[config.mk]
export PLATFORM = sky130hd
export DESIGN_NAME = tt_um_rx_arq
export DESIGN_NICKNAME = d
export VERILOG_FILES = /design/src/rtl/tt_um_rx_arq.sv
export SDC_FILE = /design/constraint.sdc
export NUM_CORES = 1
export LEC_CHECK = 0
export ABC_AREA = 1
export BUFFER_PORTS_ARGS = -buffer_cell sky130_fd_sc_hd__clkbuf_2
export CORE_ASPECT_RATIO = 0.9
export CORE_MARGIN = 2
export CORE_UTILIZATION = 45
export CTS_CLUSTER_DIAMETER = 30
export DETAILED_ROUTE_END_ITERATION = 16
export PLACE_DENSITY_LB_ADDON = 0.15
export SLEW_MARGIN = 25
export SYNTH_ARGS = -nofsm -noshare
export SYNTH_HDL_FRONTEND = slang
export SYNTH_SLANG_ARGS = --single-unit
[constraint.sdc]
create_clock -name clk -period 3.8 [get_ports clk]
set_input_delay 0.76 -clock clk [delete_from_list [all_inputs] [get_ports clk]]
set_output_delay 0.76 -clock clk [all_outputs]
set_load 0.01 [all_outputs]
[src/rtl/tt_um_rx_arq.sv]
// tt_um_rx_arq: stop-and-wait ARQ receiver with a small receive FIFO.
// A frame on ui_in is captured in IDLE, judged in CHECK, and answered with a
// one-cycle ack or nack in RESP. Accepted payloads are queued for the reader.
// Build option: define RX_PARITY_CHECK_EN so that even-parity errors over
// {data,seq} cause a nack. Without it the parity bit is ignored.
module tt_um_rx_arq #(
   parameter int DATA_WIDTH = 4,
   parameter int DEPTH      = 4
) (
   input  logic       clk,
   input  logic       rst_n,
   input  logic       ena,
   input  logic [7:0] ui_in,
   output logic [7:0] uo_out,
   input  logic [7:0] uio_in,
   output logic [7:0] uio_out,
   output logic [7:0] uio_oe
);

   localparam int AW = (DEPTH > 1) ? $clog2(DEPTH) : 1;
   localparam int CW = $clog2(DEPTH) + 1;
   localparam logic [CW-1:0] DEPTH_C = CW'(DEPTH);
   localparam logic [CW-1:0] ONE_C   = CW'(1);

   localparam logic [1:0] ST_IDLE  = 2'd0;
   localparam logic [1:0] ST_CHECK = 2'd1;
   localparam logic [1:0] ST_RESP  = 2'd2;

   // Even parity: a well-formed frame has XOR of data, seq and parity equal 0.
   function automatic logic parity_err(input logic [DATA_WIDTH-1:0] d,
                                       input logic s, input logic p);
      return ^{d, s, p};
   endfunction

   logic [1:0]            state_r, state_nxt_s;
   logic [DATA_WIDTH-1:0] data_r;
   logic                  seq_r;
   logic                  par_r;
   logic                  exp_seq_r;
   logic [2:0]            err_cnt_r;
   logic [AW-1:0]         wr_ptr_r, rd_ptr_r;
   logic [CW-1:0]         count_r;
   logic [DATA_WIDTH-1:0] rd_data_r;
   logic                  ack_r, nack_r;
   logic [DATA_WIDTH-1:0] mem_r [DEPTH];

   logic frm_valid_s, rd_en_s;
   logic par_err_s, dup_s, full_s, empty_s;
   logic wr_s, rd_s, ack_set_s, nack_set_s;
   logic [2:0] count3_s;
   logic unused_s;

   assign frm_valid_s = ui_in[7];
   assign rd_en_s     = ui_in[6];

   // Frame verdict and FIFO handshakes derived from registered state.
   always_comb begin
      par_err_s  = 1'b0;
      dup_s      = 1'b0;
      wr_s       = 1'b0;
      ack_set_s  = 1'b0;
      nack_set_s = 1'b0;
      full_s     = (count_r == DEPTH_C);
      empty_s    = (count_r == {CW{1'b0}});
      rd_s       = rd_en_s & ~empty_s;
`ifdef RX_PARITY_CHECK_EN
      par_err_s  = parity_err(data_r, seq_r, par_r);
`else
      par_err_s  = 1'b0;
`endif
      if (state_r == ST_CHECK) begin
         dup_s = (seq_r != exp_seq_r);
         if (par_err_s) begin
            nack_set_s = 1'b1;
         end else if (dup_s) begin
            ack_set_s = 1'b1;
         end else if (full_s) begin
            nack_set_s = 1'b1;
         end else begin
            ack_set_s = 1'b1;
            wr_s      = 1'b1;
         end
      end else begin
         dup_s = 1'b0;
      end
   end

   // Next-state logic; frm_valid only matters in IDLE.
   always_comb begin
      state_nxt_s = ST_IDLE;
      case (state_r)
         ST_IDLE: begin
            if (frm_valid_s) begin
               state_nxt_s = ST_CHECK;
            end else begin
               state_nxt_s = ST_IDLE;
            end
         end
         ST_CHECK: state_nxt_s = ST_RESP;
         ST_RESP:  state_nxt_s = ST_IDLE;
         default:  state_nxt_s = ST_IDLE;
      endcase
   end

   // FSM state, frame capture and the registered ack/nack pulse.
   always_ff @(posedge clk or negedge rst_n) begin
      if (!rst_n) begin
         state_r <= ST_IDLE;
         data_r  <= {DATA_WIDTH{1'b0}};
         seq_r   <= 1'b0;
         par_r   <= 1'b0;
         ack_r   <= 1'b0;
         nack_r  <= 1'b0;
      end else begin
         state_r <= state_nxt_s;
         if ((state_r == ST_IDLE) && frm_valid_s) begin
            data_r <= ui_in[2 +: DATA_WIDTH];
            seq_r  <= ui_in[1];
            par_r  <= ui_in[0];
         end
         ack_r  <= ack_set_s;
         nack_r <= nack_set_s;
      end
   end

   // Expected sequence bit and saturating error counter.
   always_ff @(posedge clk or negedge rst_n) begin
      if (!rst_n) begin
         exp_seq_r <= 1'b0;
         err_cnt_r <= 3'd0;
      end else begin
         if (wr_s) begin
            exp_seq_r <= ~exp_seq_r;
         end
         if (nack_set_s && (err_cnt_r != 3'd7)) begin
            err_cnt_r <= err_cnt_r + 3'd1;
         end
      end
   end

   // FIFO pointers, occupancy and the read data register.
   always_ff @(posedge clk or negedge rst_n) begin
      if (!rst_n) begin
         wr_ptr_r  <= {AW{1'b0}};
         rd_ptr_r  <= {AW{1'b0}};
         count_r   <= {CW{1'b0}};
         rd_data_r <= {DATA_WIDTH{1'b0}};
      end else begin
         if (wr_s) begin
            wr_ptr_r <= wr_ptr_r + AW'(1);
         end
         if (rd_s) begin
            rd_ptr_r  <= rd_ptr_r + AW'(1);
            rd_data_r <= mem_r[rd_ptr_r];
         end
         case ({wr_s, rd_s})
            2'b10:   count_r <= count_r + ONE_C;
            2'b01:   count_r <= count_r - ONE_C;
            default: count_r <= count_r;
         endcase
      end
   end

   // FIFO storage; contents are don't-care until written, so no reset.
   always_ff @(posedge clk) begin
      if (wr_s) begin
         mem_r[wr_ptr_r] <= data_r;
      end
   end

   assign count3_s = 3'(count_r);
   assign uo_out   = {ack_r, nack_r, 4'(rd_data_r), full_s, empty_s};
   assign uio_out  = {err_cnt_r, count3_s, exp_seq_r, (state_r != ST_IDLE)};
   assign uio_oe   = 8'hFF;
   assign unused_s = &{1'b0, ena, uio_in, par_r};

endmodule

==> flow_summary_export.csv, run 1 <==
group,metric,value,unit
yosys,synth_cells,185,
layout,drive_gt1_share,19.52,%
cts,cts_made_buffers,5,
floorplan,rows,22,
cts,clk_latency,0.29,ns
cts,clockRootBuffer,"clkbuf_8",
cts,clkSlewWorstSetupHoldPaths,0.07,ns
floorplan,die_h,65.23,µm
cts,ctsResizeCount,0,
detailed_routing,wl_per_cell,11.65,µm
yosys,yosys_warnings,0,
critical_path,crit_chain,"inv_1, nand3_4, nand3_4, ha_1, inv_1, fa_1, or2_2, nand2_1, xnor2_1",
layout,diodes,0,
sta,max_slew_margin,59.50,%
floorplan,die_w,72.03,µm
cts,postCtsSetupBuffers,0,
yosys,synthArstFlopShare,60.00,%
sta,finalCritPeriodShare,53.83,%
cts,clockBufferDepth,2,
floorplan,die_area,4698,µm²
critical_path,slowest_stage,"dfrtp_1",
outcome,status,"finished clean",
yosys,netlist_area,1874,µm²
critical_path,r2r-start,"count3_s[1]",
detailed_routing,antenna_left,0,
pwr,p_leak,1.001,nW
critical_path,path_class,"reg2reg",
sta,worst_pin_slew,0.6075,ns
critical_path,critPathMaxStageDelay,0.40,ns
sta,setup_tns,0,ns
global_route,gr-total-overflow,0,
place,gp_congestion,0.6896,
global_route,antenna_found_initial,0,
layout,mostFrequentLayoutCells,"nand2_1, dfrtp_1, clkbuf_2",
global_route,grt_pass1_wl,5223,µm
layout,syn2layout_area_growth,9.813,%
cts,cts_hold_buf,0,
critical_path,arrival,2.26,ns
pwr,irDropWorstVdd,304.6,µV
detailed_routing,drtPass1Iterations,4,
critical_path,critPathLaunch,"count3_s[1]",
sta,finalMaxSlewViolations,0,
sta,hold_violations,0,
pwr,power-per-cell-area,707.3,nW/µm²
critical_path,cp-start-kind,"flop",
sta,skew,0.007382,ns
detailed_routing,vias,1211,
detailed_routing,drt-total-wl,3005,µm
global_route,track_usage,14.81,%
sta,hold_ws,0.4667,ns
sta,setup_viol_count_final,0,
yosys,ys_seq_area_share,57.68,%
critical_path,worst_ep_required_time,4.01,ns
sta,rsz0062_at_grt,"false",
critical_path,critPathMaxFanout,9,
sta,fmax,488.9,MHz
detailed_routing,drtIter0Drc,36,
yosys,synth_flop_cell,"dfrtp_1",
cts,clkSinkCount,40,
global_route,grt_pass1_vias,1203,
sta,finalCriticalPeriod,2.045,ns
place,portBuffers,24,
layout,mostFrequentLayoutCell,"nand2_1",
yosys,syn_area_per_cell,10.13,µm²
cts,htree_levels,2,
critical_path,rrSetupSlack,1.75,ns
floorplan,ios,43,
hold_path,hold_path.class,"in2async",
detailed_routing,drc_errors,0,
critical_path,critPathCaptureType,"flop",
floorplan,initial_core_util,46.32,%
yosys,ys_types,25,
place,place_hpwl,2285,µm
cts,cts_tree,"done",
job,cap_violations,0,
floorplan,core,4046,µm²
global_route,grt_max_degree,25,
yosys,synth_edf_count,16,
detailed_routing,drt-vias-per-instance,4.694,
layout,fin_nets,236,
yosys,ys_ff_latch,40,
## Yosys cell counts, drive strengths merged, types with 2 or more instances
master | number | area [µm²]
dfrtp | 24 | 600.6
buf | 14 | 102.6
edfxtp | 16 | 480.5
o21ai | 13 | 76.32
inv | 22 | 82.57
nand4 | 4 | 31.28
nor2 | 24 | 105.1
xor2 | 3 | 26.28
nand3 | 4 | 45.04
nand2 | 47 | 178.9
ha | 7 | 87.58
xnor2 | 2 | 17.52
## report_power, final
part           total [mW]  leakage [nW]  internal, mW  switching [mW]
registers           0.675         0.444         0.569           0.106
logic               0.523         0.517         0.199           0.324
clock network       0.258        0.0399         0.128           0.130
## critical path: cells and delay by family (launching register included)
kind,cells,cell delay (ns)
simple gates,4,0.70
buf+inv,2,0.22
flops,1,0.40
xor+xnor,1,0.11
fa+ha+maj,2,0.53
## area by class of cell
type / count / area, µm²
clock buffer: 7 / 76.32
clock inverter: 1 / 3.754
fill: 382 / 1988
inverter: 22 / 82.58
multi-input combinational: 116 / 634.4
sequential: 40 / 1081
tap: 48 / 60.06
timing repair buffer: 24 / 120.1
## metal layers
metal	global-route usage [%]	up-vias	part of all wire (%)
met5	0	-	0
met4	4.953	0	1.7
met3	5.061	7	5.8
met2	23.84	31	47
met1	18.76	564	46
li1	-	609	-
## state kept, by name, indices dropped and copies added (netlist names)
name,count
count3_s,3
state_r,2
seq_r,1
rd_ptr_r,2
mem_r,16
wr_ptr_r,2
ack_r,1
data_r,4
nack_r,1
exp_seq_r,1
err_cnt_r,3
rd_data_r,4
## stage by stage
step / power [mW] / setup slack (ns) / cell area, µm² / util [%] / std cells
after floorplan: 1.073 / 1.778 / 1901 / - / 192
after global placement: 1.190 / 1.596 / 1978 / 48.89 / 250
after detailed placement: 1.212 / 1.537 / 1978 / 48.89 / 250
after CTS: 1.479 / 1.744 / 2058 / 50.87 / 258
after global routing: 1.592 / 1.594 / 2058 / 50.87 / 258
final: 1.456 / 1.755 / 2058 / 50.87 / 258
## path summary, 6_finish.rpt
check,endpoint,depth (start not counted)
hold reg to reg,rd_data_r[0],2
min in group clk,rd_data_r[0],2
setup / recovery,count3_s[2],9
hold / removal,count3_s[2],1
setup reg to reg,count3_s[2],9
max in group asynchronous,data_r[2],1
## cells by family (layout without fill, tap and decap cells)
group	Yosys count	after routing	share of synthesized area (%)
and+or+nand+nor	81	81	19.83
xor gates and xnor gates	5	5	2.337
DFF	40	40	57.68
AOI/OAI and AO/OA	14	14	4.339
adders and majority gates	8	8	5.741
other	1	8	0.2001
buffers and inverters	36	54	9.879
Note: power is estimated with default switching activity, not from simulation.
==> run 2, diff against run 1 <==
Clock period 3.8 ns to 1.82 ns, I/O delays scaled along.
==> flow_summary_export.csv, run 2 (synthesis results as in run 1) <==
group,metric,value,unit
layout,top_register,"mem_r",
global_route,gr-usage-met3,3.681,%
sta,worst_pin_slew,0.5960,ns
cts,cts_hold_buf,0,
critical_path,path_buf_inv,2,
floorplan,initial_core_util,46.32,%
critical_path,cp-start-kind,"flop",
critical_path,critPathLaunch,"exp_seq_r",
critical_path,worst_ep_required_time,2.03,ns
detailed_routing,wl_per_cell,11.32,µm
pwr,irDropWorstVdd,686.8,µV
critical_path,crit_top_cell,"nand2_2",
critical_path,r2r-start,"exp_seq_r",
global_route,gr-total-overflow,0,
layout,mostFrequentLayoutCells,"nand2_1, clkbuf_2, dfrtp_1",
floorplan,die_w,72.03,µm
sta,rsz0062_at_grt,"false",
global_route,antenna_found_initial,0,
floorplan,die_area,4698,µm²
global_route,grt_pass1_wl,5071,µm
global_route,grt_pass1_vias,1148,
layout,mostFrequentLayoutCell,"nand2_1",
detailed_routing,drtIter0Drc,39,
critical_path,crit_chain,"inv_2, nand2_2, nand2_2, nand3_4, ha_4, inv_2, fa_2, or2_4, nand2_2, xnor2_1",
critical_path,worst-path-stages,10,
critical_path,rrSetupSlack,0.11,ns
layout,layout.cells.non_filler,267,
hold_path,hold_path.class,"in2async",
layout,largest_reg_flops,16,
detailed_routing,drc_errors,0,
detailed_routing,drt-total-wl,3022,µm
place,post-place-cells,254,
pwr,power_frac_seq,41.9,%
pwr,clockPowerShare,20.4,%
floorplan,ios,43,
place,portBuffers,24,
sta,max_slew_margin,60.27,%
cts,htree_levels,2,
layout,diodes,0,
global_route,grt_use_met2,21.99,%
floorplan,die_h,65.23,µm
detailed_routing,antenna_left,0,
cts,clkSinkCount,40,
global_route,met1_usage,19.30,%
critical_path,arrival,1.92,ns
sta,finalCritPeriodShare,94.01,%
floorplan,core,4046,µm²
detailed_routing,drtPass1Iterations,4,
critical_path,slowest_stage,"dfrtp_1",
cts,cts_made_buffers,5,
cts,clkSlewWorstSetupHoldPaths,0.07,ns
global_route,grt_busiest_layer,"met2",
cts,clockRootBuffer,"clkbuf_8",
sta,skew,0.002841,ns
sta,setup_viol_count_final,0,
detailed_routing,vias,1244,
critical_path,cp_top_family,"simple AND/OR/NAND/NOR gates",
pwr,fin_total_pwr,3.364,mW
critical_path,path_class,"reg2reg",
layout,syn2layout_area_growth,16.22,%
layout,largestRegisters,"mem_r: 16 flops, data_r: 4 flops, rd_data_r: 4 flops",
layout,drive_gt1_share,27.85,%
critical_path,critPathMaxFanout,3,
layout,fin_nets,245,
detailed_routing,drt-vias-per-instance,4.659,
sta,setup_tns,0,ns
place,gp_congestion,0.7453,
critical_path,critPathMaxStageDelay,0.39,ns
critical_path,endpoint,"count3_s[2]",
sta,hold_violations,0,
floorplan,rows,22,
pwr,power-per-cell-area,1544,nW/µm²
global_route,grt_max_degree,25,
critical_path,reg2reg_depth,10,
cts,cts_tree,"done",
job,cap_violations,0,
pwr,power.switching,1.229,mW
critical_path,r2r-end,"count3_s[2]",
cts,clk_latency,0.28,ns
global_route,track_usage,14.37,%
layout,fillers,367,
sta,fmax,584.5,MHz
cts,clockBufferDepth,2,
sta,finalCriticalPeriod,1.711,ns
pwr,switching_share,36.53,%
pwr,p_leak,1.054,nW
sta,finalMaxSlewViolations,0,
pwr,p_comb_share,37.7,%
place,place_hpwl,2244,µm
critical_path,critPathCaptureType,"flop",
pwr,p_int,2.135,mW
outcome,status,"finished clean",
-- run 2: cell types whose count changed in the layout (fill, tap and decap cells not counted), sizes merged --
cell    before  now
buf          0    9
clkbuf      31   29
bufinv       0    1
clkinv       1    2
-- run 2: timing repair --
| action | 4_1_cts | 5_1_grt |
|---|---|---|
| setup buffers | 1 | 4 |
| pin swaps | 0 | 1 |
| resized for setup | 0 | 5 |
| setup endpoints to repair | 1 | 2 |
-- run 2: power by group through the flow --
stage | Clock [mW] | Sequential (mW) | Combinational (mW)
final | 0.687 | 1.41 | 1.27
after global routing | 0.740 | 1.45 | 1.46
after CTS | 0.702 | 1.42 | 1.21
after detailed placement | 0 | 1.44 | 1.18
after global placement | 0 | 1.42 | 1.14
after floorplan | 0 | 1.41 | 0.862
-- run 2: how the worst min path moves through the flow --
| stage | from | end | depth (start not counted) |
|---|---|---|---|
| 2_1_floorplan | rst_n | ack_r | 0 |
| 3_3_place_gp | rst_n | rd_ptr_r[1] | 1 |
| 3_5_place_dp | rst_n | rd_data_r[0] | 1 |
| 4_1_cts | rst_n | rd_data_r[0] | 1 |
| 5_1_grt | rst_n | rd_data_r[0] | 1 |
| 6_report | rst_n | rd_ptr_r[1] | 1 |
-- run 2: final cells by class --
cell class	instances	area (µm²)	share of cell area, %
Clock buffer	5	68.82	3.159
Clock inverter	3	37.54	1.723
Inverter	22	82.58	3.791
Multi-Input combinational cell	116	659.4	30.27
Sequential cell	40	1082	49.68
Tap cell	48	60.06	2.757
Timing Repair Buffer	33	187.7	8.616
-- run 2: per-stage QoR --
stage	instance area (µm²)	setup slack [ns]	util [%]	hold WS, ns
after floorplan	1919	0.02730	-	0.06841
after global placement	2027	0.07860	50.09	0.3847
after detailed placement	2027	0.02071	50.09	0.3971
after CTS	2141	0.03390	52.91	0.08649
after global routing	2178	0.0006977	53.83	0.1241
final	2178	0.1090	53.83	0.07204
-- run 2: layer usage --
layer  wire (µm)  vias up
met3         163        5
met5           0        -
met1        1394      580
met4          38        0
li1            -      628
met2        1425       31
